File: config.mk
export PLATFORM = sky130hd
export DESIGN_NAME = f_accum_reduce
export DESIGN_NICKNAME = d
export VERILOG_FILES = /design/src/rtl/f_accum_reduce.sv
export SDC_FILE = /design/constraint.sdc
export NUM_CORES = 1
export LEC_CHECK = 0
export ABC_AREA = 1
export CORE_MARGIN = 1.5
export CORE_UTILIZATION = 50
export DETAILED_ROUTE_END_ITERATION = 12
export PLACE_DENSITY = 0.86
export SYNTH_ARGS = -nofsm -noshare
export SYNTH_HDL_FRONTEND = slang
export SYNTH_SLANG_ARGS = --single-unit
File: constraint.sdc
create_clock -name clk -period 6.99 [get_ports clk]
set_input_delay 1.0485 -clock clk [delete_from_list [all_inputs] [get_ports clk]]
set_output_delay 1.0485 -clock clk [all_outputs]
set_load 0.02 [all_outputs]
File: src/rtl/f_accum_reduce.sv
// f_accum_reduce: multi-channel windowed max/min/saturating-sum reduction; define F_ACCUM_REDUCE_SUM_EN to compile in the sum datapath
module f_accum_reduce #(
  parameter int DATA_W   = 32,
  parameter int DELAY_W  = 7,
  parameter int CHANNELS = 1
) (
  input  logic               clk,
  input  logic               rst_n,
  input  logic               run,
  input  logic               running,
  input  logic [DELAY_W-1:0] strideMinusOne,
  input  logic [1:0]         mode,
  input  logic [DELAY_W-1:0] delay0,
  input  logic [DATA_W-1:0]  in0,
  output logic [DATA_W-1:0]  out0,
  output logic               valid0
);
  localparam int CH_W = CHANNELS > 1 ? $clog2(CHANNELS) : 1;
  localparam int N = 2 ** CH_W;
  logic [DELAY_W-1:0] delay, elem, stride_r;
  logic [CH_W-1:0] ch;
  logic [1:0] mode_r;
  logic [DATA_W-1:0] acc [N];
  logic [DATA_W-1:0] cur, mm, red, nxt;
  logic wrap, last;
  assign cur  = acc[ch];
  assign wrap = ch == CH_W'(CHANNELS - 1);
  assign last = elem == stride_r;
  assign mm   = mode_r == 2'b01 ? ($signed(in0) < $signed(cur) ? in0 : cur)
                                : ($signed(in0) > $signed(cur) ? in0 : cur);
`ifdef F_ACCUM_REDUCE_SUM_EN
  logic [DATA_W:0] sum;
  logic [DATA_W-1:0] sat;
  assign sum = {cur[DATA_W-1], cur} + {in0[DATA_W-1], in0};
  // overflow when the extra sign bit disagrees; clamp toward the true sign
  assign sat = sum[DATA_W] != sum[DATA_W-1] ? {sum[DATA_W], {(DATA_W-1){~sum[DATA_W]}}} : sum[DATA_W-1:0];
  assign red = mode_r == 2'b10 ? sat : mm;
`else
  assign red = mm;
`endif
  assign nxt = elem == '0 ? in0 : red;
  always_ff @(posedge clk) begin
    if (!rst_n) begin
      out0     <= '0;
      valid0   <= 1'b0;
      delay    <= '0;
      ch       <= '0;
      elem     <= '0;
      mode_r   <= '0;
      stride_r <= '0;
      for (int i = 0; i < N; i++) acc[i] <= '0;
    end else if (run) begin
      delay    <= delay0;
      ch       <= '0;
      elem     <= '0;
      mode_r   <= mode;
      stride_r <= strideMinusOne;
      valid0   <= 1'b0;
    end else if (running && delay != '0) begin
      delay  <= delay - 1'b1;
      valid0 <= 1'b0;
    end else if (running) begin
      acc[ch] <= nxt;
      out0    <= nxt;
      valid0  <= last;
      ch      <= wrap ? '0 : ch + 1'b1;
      if (wrap) elem <= last ? '0 : elem + 1'b1;
    end else begin
      valid0 <= 1'b0;
    end
  end
endmodule
==> flow_summary.ini, run 1 <==
[grt]
antenna_found_initial = 0
grtUsageTotal_pct = 24.3
grt_pass1_vias = 5164
grt_remaining_overflow = 0
grt_pass1_wl_mm = 23.4
grt_max_degree = 34

[min_path]
min_path_type = register to register
hold_depth = 2

[drt]
ant_nets = 0
remaining_drc_errors = 0
routed_wl_mm = 14.0
dr.pass1.iters = 6
drtIter0Drc = 469
vias = 5591
viasPerCell = 5.38
detail_route.wl_per_cell_um = 13.5

[critical_path]
reg2reg_depth = 13
crit_end = acc[0][11]$_SDFFCE_PN0P_
arrival_ns = 4.32
crit_start = in0[31]
end_kind = register
rrSetupSlack_ns = 3.50
cp.required_ns = 7.08
r2r_start = acc[0][21]$_SDFFCE_PN0P_
critPathLaunchType = primary input
criticalPathCategory = primary input to register
path_max_fanout = 33
r2r_end = acc[0][11]$_SDFFCE_PN0P_

[cells_and_area]
area_growth_pct = 20.5
antennaDiodeCount = 0
final_area_mm2 = 0.00682
fin_nets = 981
drive_gt1_share_pct = 3.56
final_core_util_pct = 62.4

[timing]
finalClockSkew_ns = 0.00540
layout_min_cycle_time_ns = 4.23
grt_setup_unrepaired = false
setup_tns_ns = 0
finalSetupViolCount = 0
max_freq_ghz = 0.236
worst_pin_slew_ns = 1.17
report.final.slew_viol_count = 0
finalHoldViolCount = 0
relSlewSlack_pct = 21.7
hold_ws_ns = 0.450
fin_crit_sh_pct = 60.5

[synth]
synth_top_area_share_pct = 19.8
synth_edf_count = 32
synth-main-ff-cell = dfxtp_1
ys_warn_count = 0
syn_avg_cell_area_um2 = 6.80
synth_cell_types = 31
ys_ff_latch = 88
ys_seq_area_share_pct = 36.8
syn_inst = 833
syn_nets = 920
synth_area_mm2 = 0.00566
synth_area_leaders = dfxtp_1 (20%), nand2_1 (18%), edfxtp_1 (17%)
yosysTopAreaCell = dfxtp_1
async_flop_share_pct = 0

[die]
core_mm2 = 0.0109
die_x_um = 109
dieArea_mm2 = 0.0120
pin_count = 85
rows = 38
chipHeight_um = 109
initial_utilization_pct = 51.8

[clocking]
cts_buffers = 9
ctsLongestPathBuffers = 2
worstSkewPairLatency_ns = 0.34
ctsResizeCount = 0
hold_buffers = 0
clock-sinks = 88
cts_tree = built
cts.clk_slew.worst_paths_ns = 0.06
h-tree-depth = 3
post_cts_buffers = 0
cts-root-buf = clkbuf_16

[status]
status = finished, final reports clean

[power]
ir_drop_mv = 0.113
p_leak_nw = 3.42
powerDensity_mw_per_mm2 = 198

[placed_design]
detailed_place_hpwl_mm = 9.27
routabilityCongestion = 0.882
io_buffer_count = 84
placed_area_mm2 = 0.00654

[job]
max_cap_viol_count = 0
==> Yosys cell counts, types with 10 or more instances <==
library cell  number
nor2_1            25
nand3_1          115
nand2_1          264
nand4_1           35
buf_2             10
inv_1            133
o21ai_0           10
edfxtp_1          32
clkbuf_1          22
dfxtp_1           56
a21oi_1           55
ha_1              35
==> kinds of logic after synthesis <==
| group | count (synthesis) | share of synthesized area, % |
|---|---|---|
| buf+inv | 173 | 12.1 |
| simple gates | 452 | 34.8 |
| compound gates | 79 | 7.67 |
| flops | 88 | 36.8 |
| xor+xnor | 6 | 0.928 |
| fa+ha+maj | 35 | 7.73 |
==> critical path, stage by stage <==
cell             delay [ns]
clkdlybuf4s50_1        0.45
ha_1                   0.39
a21oi_1                0.17
o21a_1                 0.13
nand2_1                0.06
a21oi_2                0.18
nand3_2                0.59
nand2_2                0.81
nand2_1                0.12
nand3_1                0.10
nand3_1                0.09
nand2_1                0.11
inv_1                  0.04
==> cell type report <==
cell class / count / area [um2]
Clock buffer: 12 / 256
Sequential cell: 88 / 2080
Tap cell: 140 / 175
Multi-Input combinational cell: 572 / 2900
Inverter: 134 / 503
Clock inverter: 4 / 27.5
Fill cell: 960 / 4120
Timing Repair Buffer: 89 / 878
==> registers in the layout, indices dropped and copies added, names as in the netlist <==
signal and cells:
acc 32, out0 32, delay 7, elem 7
stride_r 7, mode_r 2, valid0 1
==> layout by cell type (no fill, tap or decap), types with 3 or more instances in the layout <==
cell and n:
dfxtp_1 56, edfxtp_1 32, inv_1 133, nand2_2 5, nand3_1 115, clkdlybuf4s50_1 84
nor2_2 3, a21oi_1 55, nor2_1 24, a31oi_1 3, nand4_1 35, buf_4 5
xor2_1 6, clkbuf_16 9, nand2_1 264, ha_1 35, o21ai_0 10
==> routing by layer <==
metal,track usage [%],wire length [um],vias to the layer above
li1,-,-,2826
met1,30.8,5960,2488
met2,40.8,6650,241
met3,3.85,1050,36
met4,10.3,344,0
met5,0,0,-
==> report_power, final <==
group / internal [mW] / total, mW / switching (mW)
clock network: 0.261 / 0.458 / 0.197
logic: 0.119 / 0.327 / 0.208
registers: 0.556 / 0.566 / 0.0105
total: 0.936 / 1.35 / 0.415
==> stage by stage <==
| stage | worst slack (ns) | std cells | power (mW) |
|---|---|---|---|
| finish | 2.76 | 1039 | 1.35 |
| global route | 2.52 | 1039 | 1.42 |
| CTS | 2.84 | 1039 | 1.35 |
| detailed placement | 2.49 | 1023 | 0.897 |
| global placement | 2.51 | 1023 | 0.889 |
| floorplan | 4.14 | 833 | 0.806 |
==> how the worst min path moves through the flow <==
| stage | from | to | slack, ns |
|---|---|---|---|
| finish | out0[28]$_SDFFE_PN0P_ | out0[28]$_SDFFE_PN0P_ | 0.45 |
| global route | out0[28]$_SDFFE_PN0P_ | out0[28]$_SDFFE_PN0P_ | 0.47 |
| global placement | out0[18]$_SDFFE_PN0P_ | out0[18]$_SDFFE_PN0P_ | 0.44 |
| detailed placement | out0[28]$_SDFFE_PN0P_ | out0[28]$_SDFFE_PN0P_ | 0.44 |
| CTS | out0[28]$_SDFFE_PN0P_ | out0[28]$_SDFFE_PN0P_ | 0.45 |
| floorplan | mode_r[1]$_SDFFE_PN0P_ | mode_r[1]$_SDFFE_PN0P_ | 0.42 |
Power figures use the tool's default switching activity.
==> inputs of run 2 (changes only) <==
clock period = 3.9 ns   (was 6.99 ns; I/O delays follow)
==> flow_summary.ini, run 2 (synthesis gave the netlist of run 1 again) <==
[timing]
report.final.slew_viol_count = 0
layout_min_cycle_time_ns = 3.14
max_freq_ghz = 0.319
finalHoldViolCount = 0
grt_setup_unrepaired = false
relSlewSlack_pct = 29.9
fin_crit_sh_pct = 80.5
setup_tns_ns = 0
finalClockSkew_ns = 0.00728
worst_pin_slew_ns = 1.05
finalSetupViolCount = 0

[power]
p_leak_nw = 3.48
powerDensity_mw_per_mm2 = 359
power_mw = 2.49
ir_drop_mv = 0.323

[drt]
viasPerCell = 5.36
vias = 5642
dr.pass1.iters = 8
routed_wl_mm = 13.9
drtIter0Drc = 498
detail_route.wl_per_cell_um = 13.2
remaining_drc_errors = 0
ant_nets = 0

[clocking]
clock-sinks = 88
worstSkewPairLatency_ns = 0.35
cts.clk_slew.worst_paths_ns = 0.06
ctsLongestPathBuffers = 2
cts_tree = built
post_cts_buffers = 0
ctsResizeCount = 0
h-tree-depth = 3
cts-root-buf = clkbuf_16
hold_buffers = 0
cts_buffers = 9

[critical_path]
criticalPathCategory = primary input to register
r2r_end = acc[0][21]$_SDFFCE_PN0P_
crit_start = in0[31]
end_kind = register
critPathLaunchType = primary input
crit_end = acc[0][21]$_SDFFCE_PN0P_
r2r_start = acc[0][19]$_SDFFCE_PN0P_
reg2reg_depth = 15
arrival_ns = 3.24
path_max_fanout = 17
rrSetupSlack_ns = 1.09
cp.required_ns = 4.00

[placed_design]
placed_area_mm2 = 0.00665
routabilityCongestion = 0.916
place_inst = 1036
io_buffer_count = 84
detailed_place_hpwl_mm = 9.49

[grt]
grtUsageTotal_pct = 24.8
antenna_found_initial = 0
grt_pass1_wl_mm = 23.7
grt_max_degree = 34
grt_remaining_overflow = 0
grt_pass1_vias = 5411

[cells_and_area]
area_growth_pct = 22.7
fillers = 931
stdcell_count = 1052
multi_input_area_mm2 = 0.00290
reg_top3 = acc x32, out0 x32
seqCellArea_mm2 = 0.00208
fin_nets = 994
layout_common_cells = nand2_1 (264), inv_1 (133), nand3_1 (115)
final_area_mm2 = 0.00694
final_common_cell = nand2_1
drive_gt1_share_pct = 4.93
antennaDiodeCount = 0

[die]
initial_utilization_pct = 51.8
core_mm2 = 0.0109
dieArea_mm2 = 0.0120
rows = 38
die_x_um = 109
chipHeight_um = 109
pin_count = 85

[min_path]
min_path_type = register to register
hold_depth = 2

[status]
status = finished, final reports clean

[job]
max_cap_viol_count = 0
[run 2: area by class of cell]
class,count,area share (%)
clock buffers,10,3.30
clock inverters,6,0.991
inverters,134,7.24
multi-input cells,572,41.7
flip-flops and latches,88,30.0
well taps,140,2.52
repair buffers,102,14.2
[run 2: power by group]
| group | internal, mW | switching (mW) | total, mW |
|---|---|---|---|
| clock | 0.500 | 0.368 | 0.868 |
| sequential | 0.996 | 0.0188 | 1.02 |
| combinational | 0.233 | 0.375 | 0.608 |
[run 2: worst max-delay path, cell delays in order]
cell and delay [ns]:
clkdlybuf4s50_1 0.45, ha_1 0.39, nand2_1 0.11, nor2_2 0.13, nand2_1 0.10, nor2_2 0.15, nand2_2 0.09, nand2_2 0.09
nand2_2 0.21, nand2_2 0.28, buf_4 0.24, nand2_1 0.07, nand3_1 0.07, nand3_1 0.09, nand2_1 0.12, inv_1 0.06
[run 2: worst min-delay path by stage]
stage | slack, ns | from | end
floorplan | 0.42 | mode_r[1]$_SDFFE_PN0P_ | mode_r[1]$_SDFFE_PN0P_
global placement | 0.44 | out0[9]$_SDFFE_PN0P_ | out0[9]$_SDFFE_PN0P_
detailed placement | 0.44 | out0[19]$_SDFFE_PN0P_ | out0[19]$_SDFFE_PN0P_
CTS | 0.45 | out0[27]$_SDFFE_PN0P_ | out0[27]$_SDFFE_PN0P_
global route | 0.46 | out0[26]$_SDFFE_PN0P_ | out0[26]$_SDFFE_PN0P_
finish | 0.45 | out0[13]$_SDFFE_PN0P_ | out0[13]$_SDFFE_PN0P_
[run 2: stage by stage]
stage / worst slack (ns) / utilization [%] / hold slack [ns]
global placement: 0.526 / 60.8 / 0.437
floorplan: 1.19 / - / 0.420
global route: 0.497 / 63.5 / 0.463
finish: 0.762 / 63.5 / 0.449
detailed placement: 0.453 / 60.8 / 0.438
CTS: 0.783 / 63.5 / 0.454
[run 2: routing by layer]
layer	track usage [%]	up-vias	share of wire [%]
met5	0	-	0
met3	5.75	24	9.0
met4	10.3	0	2.1
met1	30.5	2490	42
li1	-	2848	-
met2	41.6	280	47
